<file path="config.mk">
export PLATFORM = sky130hd
export DESIGN_NAME = uart_tx_core_flat
export DESIGN_NICKNAME = d
export VERILOG_FILES = /design/src/rtl/uart_pkg.sv /design/src/rtl/uart_tx_core_if.sv /design/src/rtl/uart_baud_gen.sv /design/src/rtl/uart_tx_core.sv /design/src/flat_wrapper.sv
export SDC_FILE = /design/constraint.sdc
export NUM_CORES = 1
export LEC_CHECK = 0
export CORE_MARGIN = 1.5
export CORE_UTILIZATION = 45
export DETAILED_ROUTE_END_ITERATION = 16
export PLACE_DENSITY_LB_ADDON = 0.2
export SKIP_LAST_GASP = 1
export SLEW_MARGIN = 20
export SYNTH_ARGS = -nofsm -noshare
export SYNTH_HDL_FRONTEND = slang
export SYNTH_SLANG_ARGS = --single-unit
export TNS_END_PERCENT = 1
</file>
<file path="constraint.sdc">
create_clock -name clk -period 3.7 [get_ports clk]
set_input_delay 0.37 -clock clk [delete_from_list [all_inputs] [get_ports clk]]
set_output_delay 0.37 -clock clk [all_outputs]
set_load 0.02 [all_outputs]
</file>
<file path="src/rtl/uart_pkg.sv">
// Shared UART definitions: state encoding, frame constants and the parity helper.
// The RX side imports this package as well.
package uart_pkg;

  typedef enum logic [2:0] {
    ST_IDLE   = 3'd0,
    ST_START  = 3'd1,
    ST_DATA   = 3'd2,
    ST_PARITY = 3'd3,
    ST_STOP   = 3'd4
  } uart_state_e;

  localparam int UART_DATA_BITS   = 8;
  // 100 MHz / 115200 baud
  localparam int UART_DIV_DEFAULT = 868;

  function automatic logic uart_parity(input logic [UART_DATA_BITS-1:0] data,
                                       input logic                      odd);
    return (^data) ^ odd;
  endfunction

endpackage

</file>
<file path="src/rtl/uart_tx_core_if.sv">
// Handshake and serial-line bundle between the UART control block and the TX core.
interface uart_tx_core_if
  import uart_pkg::*;
#(
  parameter int DIV_W = 16
) ();

  logic [DIV_W-1:0]          i_clk_div;
  logic [UART_DATA_BITS-1:0] i_tx_data;
  logic                      i_tx_start;
  logic                      o_tx_start_clear;
  logic                      o_tx_busy;
  logic                      o_tx_done;
  logic                      o_txd;

  modport master (
    output i_clk_div, i_tx_data, i_tx_start,
    input  o_tx_start_clear, o_tx_busy, o_tx_done, o_txd
  );

  modport slave (
    input  i_clk_div, i_tx_data, i_tx_start,
    output o_tx_start_clear, o_tx_busy, o_tx_done, o_txd
  );

endinterface

</file>
<file path="src/rtl/uart_baud_gen.sv">
// Loadable bit-time down-counter; bit_tick marks the last clock of each bit period.
// A divisor of 0 is clamped to 1 when loaded.
module uart_baud_gen #(
  parameter int DIV_W = 16
) (
  input  logic             clk,
  input  logic             rst_n,
  input  logic             load,
  input  logic [DIV_W-1:0] div,
  input  logic             en,
  output logic             bit_tick
);

  logic [DIV_W-1:0] div_reg;
  logic [DIV_W-1:0] cnt_reg;
  logic [DIV_W-1:0] div_eff;

  assign div_eff  = (div == '0) ? DIV_W'(1) : div;
  assign bit_tick = en && (cnt_reg == '0);

  // Divisor is captured on load so later changes to div cannot disturb a frame.
  always_ff @(posedge clk or negedge rst_n) begin
    if (!rst_n) begin
      div_reg <= '0;
      cnt_reg <= '0;
    end else if (load) begin
      div_reg <= div_eff;
      cnt_reg <= div_eff - DIV_W'(1);
    end else if (bit_tick) begin
      cnt_reg <= div_reg - DIV_W'(1);
    end else if (en) begin
      cnt_reg <= cnt_reg - DIV_W'(1);
    end
  end

endmodule

</file>
<file path="src/rtl/uart_tx_core.sv">
// UART transmitter: start bit, 8 data bits LSB first, optional parity, 1 or 2 stop bits.
// All outputs are registered; a frame is accepted on a level start and acknowledged by a clear pulse.
module uart_tx_core
  import uart_pkg::*;
#(
  parameter int PARITY_EN  = 0,
  parameter int PARITY_ODD = 0,
  parameter int STOP_BITS  = 1,
  parameter int DIV_W      = 16
) (
  input  logic           clk,
  input  logic           rst_n,
  uart_tx_core_if.slave  tx
);

  localparam logic       LAST_STOP = (STOP_BITS == 2);
  localparam logic [2:0] LAST_BIT  = 3'(UART_DATA_BITS - 1);

  uart_state_e               state_reg, state_next;
  logic [UART_DATA_BITS-1:0] shift_reg, shift_next;
  logic [2:0]                bit_cnt_reg, bit_cnt_next;
  logic                      stop_cnt_reg, stop_cnt_next;
  logic                      parity_reg, parity_next;
  logic                      txd_reg, txd_next;
  logic                      busy_reg, busy_next;
  logic                      clear_reg, clear_next;
  logic                      done_reg, done_next;
  logic                      accept;
  logic                      bit_tick;

  uart_baud_gen #(
    .DIV_W (DIV_W)
  ) u_baud (
    .clk      (clk),
    .rst_n    (rst_n),
    .load     (accept),
    .div      (tx.i_clk_div),
    .en       (state_reg != ST_IDLE),
    .bit_tick (bit_tick)
  );

  always_comb begin
    state_next    = state_reg;
    shift_next    = shift_reg;
    bit_cnt_next  = bit_cnt_reg;
    stop_cnt_next = stop_cnt_reg;
    parity_next   = parity_reg;
    txd_next      = txd_reg;
    busy_next     = busy_reg;
    clear_next    = 1'b0;
    done_next     = 1'b0;
    accept        = 1'b0;

    case (state_reg)
      ST_IDLE: begin
        txd_next  = 1'b1;
        busy_next = 1'b0;
        if (tx.i_tx_start) begin
          accept        = 1'b1;
          shift_next    = tx.i_tx_data;
          parity_next   = uart_parity(tx.i_tx_data, PARITY_ODD != 0);
          bit_cnt_next  = '0;
          stop_cnt_next = 1'b0;
          txd_next      = 1'b0;
          busy_next     = 1'b1;
          clear_next    = 1'b1;
          state_next    = ST_START;
        end
      end

      ST_START: begin
        if (bit_tick) begin
          txd_next   = shift_reg[0];
          state_next = ST_DATA;
        end
      end

      // The line is loaded one bit ahead so it changes on the same edge as the state.
      ST_DATA: begin
        if (bit_tick) begin
          if (bit_cnt_reg == LAST_BIT) begin
            if (PARITY_EN != 0) begin
              txd_next   = parity_reg;
              state_next = ST_PARITY;
            end else begin
              txd_next   = 1'b1;
              state_next = ST_STOP;
            end
          end else begin
            txd_next     = shift_reg[1];
            shift_next   = {1'b0, shift_reg[UART_DATA_BITS-1:1]};
            bit_cnt_next = bit_cnt_reg + 3'd1;
          end
        end
      end

      ST_PARITY: begin
        if (bit_tick) begin
          txd_next   = 1'b1;
          state_next = ST_STOP;
        end
      end

      ST_STOP: begin
        if (bit_tick) begin
          if (stop_cnt_reg == LAST_STOP) begin
            busy_next  = 1'b0;
            done_next  = 1'b1;
            state_next = ST_IDLE;
          end else begin
            stop_cnt_next = 1'b1;
          end
        end
      end

      default: begin
        txd_next   = 1'b1;
        busy_next  = 1'b0;
        state_next = ST_IDLE;
      end
    endcase
  end

  always_ff @(posedge clk or negedge rst_n) begin
    if (!rst_n) begin
      state_reg    <= ST_IDLE;
      shift_reg    <= '0;
      bit_cnt_reg  <= '0;
      stop_cnt_reg <= 1'b0;
      parity_reg   <= 1'b0;
      txd_reg      <= 1'b1;
      busy_reg     <= 1'b0;
      clear_reg    <= 1'b0;
      done_reg     <= 1'b0;
    end else begin
      state_reg    <= state_next;
      shift_reg    <= shift_next;
      bit_cnt_reg  <= bit_cnt_next;
      stop_cnt_reg <= stop_cnt_next;
      parity_reg   <= parity_next;
      txd_reg      <= txd_next;
      busy_reg     <= busy_next;
      clear_reg    <= clear_next;
      done_reg     <= done_next;
    end
  end

  assign tx.o_txd            = txd_reg;
  assign tx.o_tx_busy        = busy_reg;
  assign tx.o_tx_start_clear = clear_reg;
  assign tx.o_tx_done        = done_reg;

endmodule

</file>
<file path="src/flat_wrapper.sv">
// flat-port wrapper written by rule: the top's interface ports become plain ports
module uart_tx_core_flat import uart_pkg::*;
#(
  parameter int PARITY_EN  = 0,
  parameter int PARITY_ODD = 0,
  parameter int STOP_BITS  = 1,
  parameter int DIV_W      = 16
)
  (clk, rst_n, tx_i_clk_div, tx_i_tx_data, tx_i_tx_start, tx_o_tx_start_clear, tx_o_tx_busy, tx_o_tx_done, tx_o_txd);
  uart_tx_core_if #(.DIV_W(DIV_W)) tx_i ();
  input  logic clk;
  input  logic rst_n;
  input wire logic [$bits(tx_i.i_clk_div)-1:0] tx_i_clk_div;
  input wire logic [$bits(tx_i.i_tx_data)-1:0] tx_i_tx_data;
  input wire logic [$bits(tx_i.i_tx_start)-1:0] tx_i_tx_start;
  output wire logic [$bits(tx_i.o_tx_start_clear)-1:0] tx_o_tx_start_clear;
  output wire logic [$bits(tx_i.o_tx_busy)-1:0] tx_o_tx_busy;
  output wire logic [$bits(tx_i.o_tx_done)-1:0] tx_o_tx_done;
  output wire logic [$bits(tx_i.o_txd)-1:0] tx_o_txd;
  assign tx_i.i_clk_div = tx_i_clk_div;
  assign tx_i.i_tx_data = tx_i_tx_data;
  assign tx_i.i_tx_start = tx_i_tx_start;
  assign tx_o_tx_start_clear = tx_i.o_tx_start_clear;
  assign tx_o_tx_busy = tx_i.o_tx_busy;
  assign tx_o_tx_done = tx_i.o_tx_done;
  assign tx_o_txd = tx_i.o_txd;
  uart_tx_core #(.PARITY_EN(PARITY_EN), .PARITY_ODD(PARITY_ODD), .STOP_BITS(STOP_BITS), .DIV_W(DIV_W)) u_core (.clk(clk), .rst_n(rst_n), .tx(tx_i));
endmodule
</file>
==> metrics.md <==
| Metric | Value |
|---|---|
| Most common cell after layout, fill and taps aside | `nand2_1` |
| Post_cts resized | `0` |
| Antenna violations before repair | `0` |
| Core region area | `5960 µm²` |
| Clock slew at reported path FFs | `0.10 ns` |
| Antenna diodes | `0` |
| DRT Wirelength | `6350 µm` |
| Final setup fails | `0` |
| RePlAce Congestion | `0.883` |
| DR vias/cell | `approximately 5.6` |
| Critical path class | `reg2reg` |
| GRT Total Usage | `20.9%` |
| I/O Pins | `31` |
| DP HPWL | `4670 µm` |
| Die span in y | `82.0 µm` |
| Asr flop ratio synth | `100%` |
| RSZ-0062 raised after global routing | `no` |
| Final WS setup | `around 0.46 ns` |
| Hold WC Path Type | `in2async` |
| Synthesized cell area | `2810 µm²` |
| Post-synth EDFFs | `0` |
| # nets final | `between 300 and 400` |
| # rows | `28` |
| CTS Hold Bufs | `0` |
| Synth warn | `0` |
| Adder-cell share of the synthesized area | `1.34%` |
| Clock Latency Late Sink | `0.31 ns` |
| Synth Area in Simple Gates | `26.6%` |
| Final period util | `87.5%` |
| Synth Area in XOR/XNOR | `under 10%` |
| Remaining antenna violation count | `0` |
| Number of global-route vias before repair | `2,254` |
| Hold Fails Final Rpt | `0` |
| Skew final | `0.00977 ns` |
| Sink Count | `50` |
| Worst-Margin Slew | `just over 0.9 ns` |
| Register area share after synthesis | `between 40% and 50%` |
| Placed standard-cell area | `3190 µm²` |
| Largest family of logic cells by synthesized area | `simple AND/OR/NAND/NOR gates` |
| Mux contribution to synthesized area | `4.37%` |
| Detailed Routing Iterations Pass 1 | `4` |
| Syn nets | `358` |
| Routed via count | `2,418` |
| Gr ovfl total | `0` |
| Max-Slew Margin vs Limit | `38.8%` |
| Root Driver | `clkbuf_8` |
| Status | `completed` |
| Tmin final | `3.24 ns` |
| Leakage Power | `approximately 1.4 nW` |
| Critical Path Start Type | `flop` |
| Synth cell types | `53` |
| Port bufs | `30` |
| Peak supply drop | `0.277 mV` |
| Clock buffer count from CTS | `5` |
| Fmax | `0.309 GHz` |
| Clock tree buffer depth | `2` |
| Worst-path fanout max | `14` |
| Final instance area | `3280 µm²` |
| Remaining DRCs | `0` |
| Required @ worst endpoint | `approximately 3.9 ns` |
| Setup bufs post-CTS | `0` |
| Most frequent cells in the layout | `nand2_1 (83), dfrtp_1 (49), clkdlybuf4s50_1 (29), nor2_1 (28), o21ai_0 (26)` |
| Largest net degree at the start of global routing | `36` |
| Routed wire per std cell | `about 15 µm` |
| Max-cap violations | `0` |
| Final Max Slew Viols | `0` |
| Synth Instances | `328` |
| Post-synthesis compound-gate area fraction | `16.3%` |
| WP data arrival | `3.47 ns` |
| CTS tree | `yes` |
| H-tree depth | `2` |
| Pwr Density | `491 nW/µm²` |
| Synth Area per Inst | `around 8.6 µm²` |
| Layout area overhead | `17.0%` |
| First-pass GRT wire length | `between 10,000 and 15,000 µm` |
| Iter 0 DRT Violations | `99` |
| Die area | `6720 µm²` |
| Initial Utilization | `47.1%` |
| #FFs+latches synth | `50` |
| Pre-CTS setup slack | `0.236 ns` |
| Sum of negative setup slack | `0 ns` |
| Die extent in x | `82.0 µm` |
| Critical path capture point type | `flop` |
| Top_reg_cell synth | `dfrtp_1` |
| Layout cell share with drive strength beyond 1 | `10.6%` |
[per-layer routing]
layer	global-route usage [%]	share of wire, %	vias to the layer above
met4	4.24	0.87	0
met5	0	0	-
met2	36.1	49	46
li1	-	-	1202
met1	27.6	47	1166
met3	3.11	3.6	4
[kinds of logic (layout without fill, tap and decap cells)]
group,count (synthesis),after routing
buf+inv,17,48
fa+ha+maj,3,3
simple gates,157,157
flops,50,50
mux,12,12
compound gates,77,77
xor+xnor,12,12
[worst max-delay path, cell delays in order, from the launching register on]
cell	delay, ns
dfrtp_1	0.53
or4b_1	0.74
nor2_1	0.14
o21ai_1	0.09
a21bo_2	0.23
ha_1	0.24
nand2_1	0.09
or4b_4	0.55
nor2_2	0.19
mux2i_1	0.21
a21oi_1	0.06
o21ai_1	0.09
[worst paths after layout]
path	from	endpoint	slack (ns)	depth (start not counted)
worst max-delay path	u_core.state_reg[0]	u_core.u_baud.cnt_reg[10]	0.46	11
worst min-delay path	rst_n	u_core.u_baud.div_reg[9]	0.14	1
worst max register to register	u_core.state_reg[0]	u_core.u_baud.cnt_reg[10]	0.46	11
worst min register to register	u_core.u_baud.div_reg[15]	u_core.u_baud.div_reg[15]	0.49	2
max in group asynchronous	rst_n	u_core.u_baud.cnt_reg[4]	2.81	2
min in group clk	u_core.u_baud.div_reg[15]	u_core.u_baud.div_reg[15]	0.49	2
[cell usage after synthesis, types with 2 or more instances]
cell type | n | area share [%]
nand2_1 | 83 | 11
dfrtp_1 | 49 | 44
nor2_1 | 28 | 3.7
o21ai_0 | 27 | 4.8
a21oi_1 | 20 | 3.6
o21ai_1 | 11 | 2.0
clkbuf_1 | 10 | 1.3
mux2i_1 | 10 | 3.6
nor4_1 | 9 | 2.0
xnor2_1 | 9 | 2.8
nor3_1 | 7 | 1.2
buf_2 | 4 | 0.71
nand2b_1 | 4 | 0.89
a31oi_1 | 3 | 0.67
ha_1 | 3 | 1.3
nand3_1 | 3 | 0.54
or3_1 | 3 | 0.67
xor2_1 | 3 | 0.94
and2_1 | 2 | 0.45
buf_6 | 2 | 0.80
mux2_2 | 2 | 0.80
nor2_2 | 2 | 0.45
nor2b_1 | 2 | 0.45
nor3_2 | 2 | 0.71
o21ai_2 | 2 | 0.62
[cell type report]
cell class,count,area (µm²)
multi-input cells,261,1480
fillers,562,2670
clock inverters,3,21.3
well taps,75,93.8
inverters,1,3.75
clock buffers,5,68.8
repair buffers,39,363
flip-flops and latches,50,1250
[report_power, final]
part	switching, mW	internal, mW
clock	0.191	0.133
combinational	0.266	0.239
sequential	0.118	0.665
total	0.575	1.04
[per-stage QoR]
stage	hold WS [ns]	power, mW	util (%)	std cells
final	0.142	1.61	55.1	434
after CTS	0.166	1.62	55.0	434
after floorplan	0.0744	1.14	-	328
after detailed placement	0.467	1.30	53.5	426
after global routing	0.209	1.72	55.1	434
after global placement	0.462	1.29	53.5	426
Power figures use the tool's default switching activity.
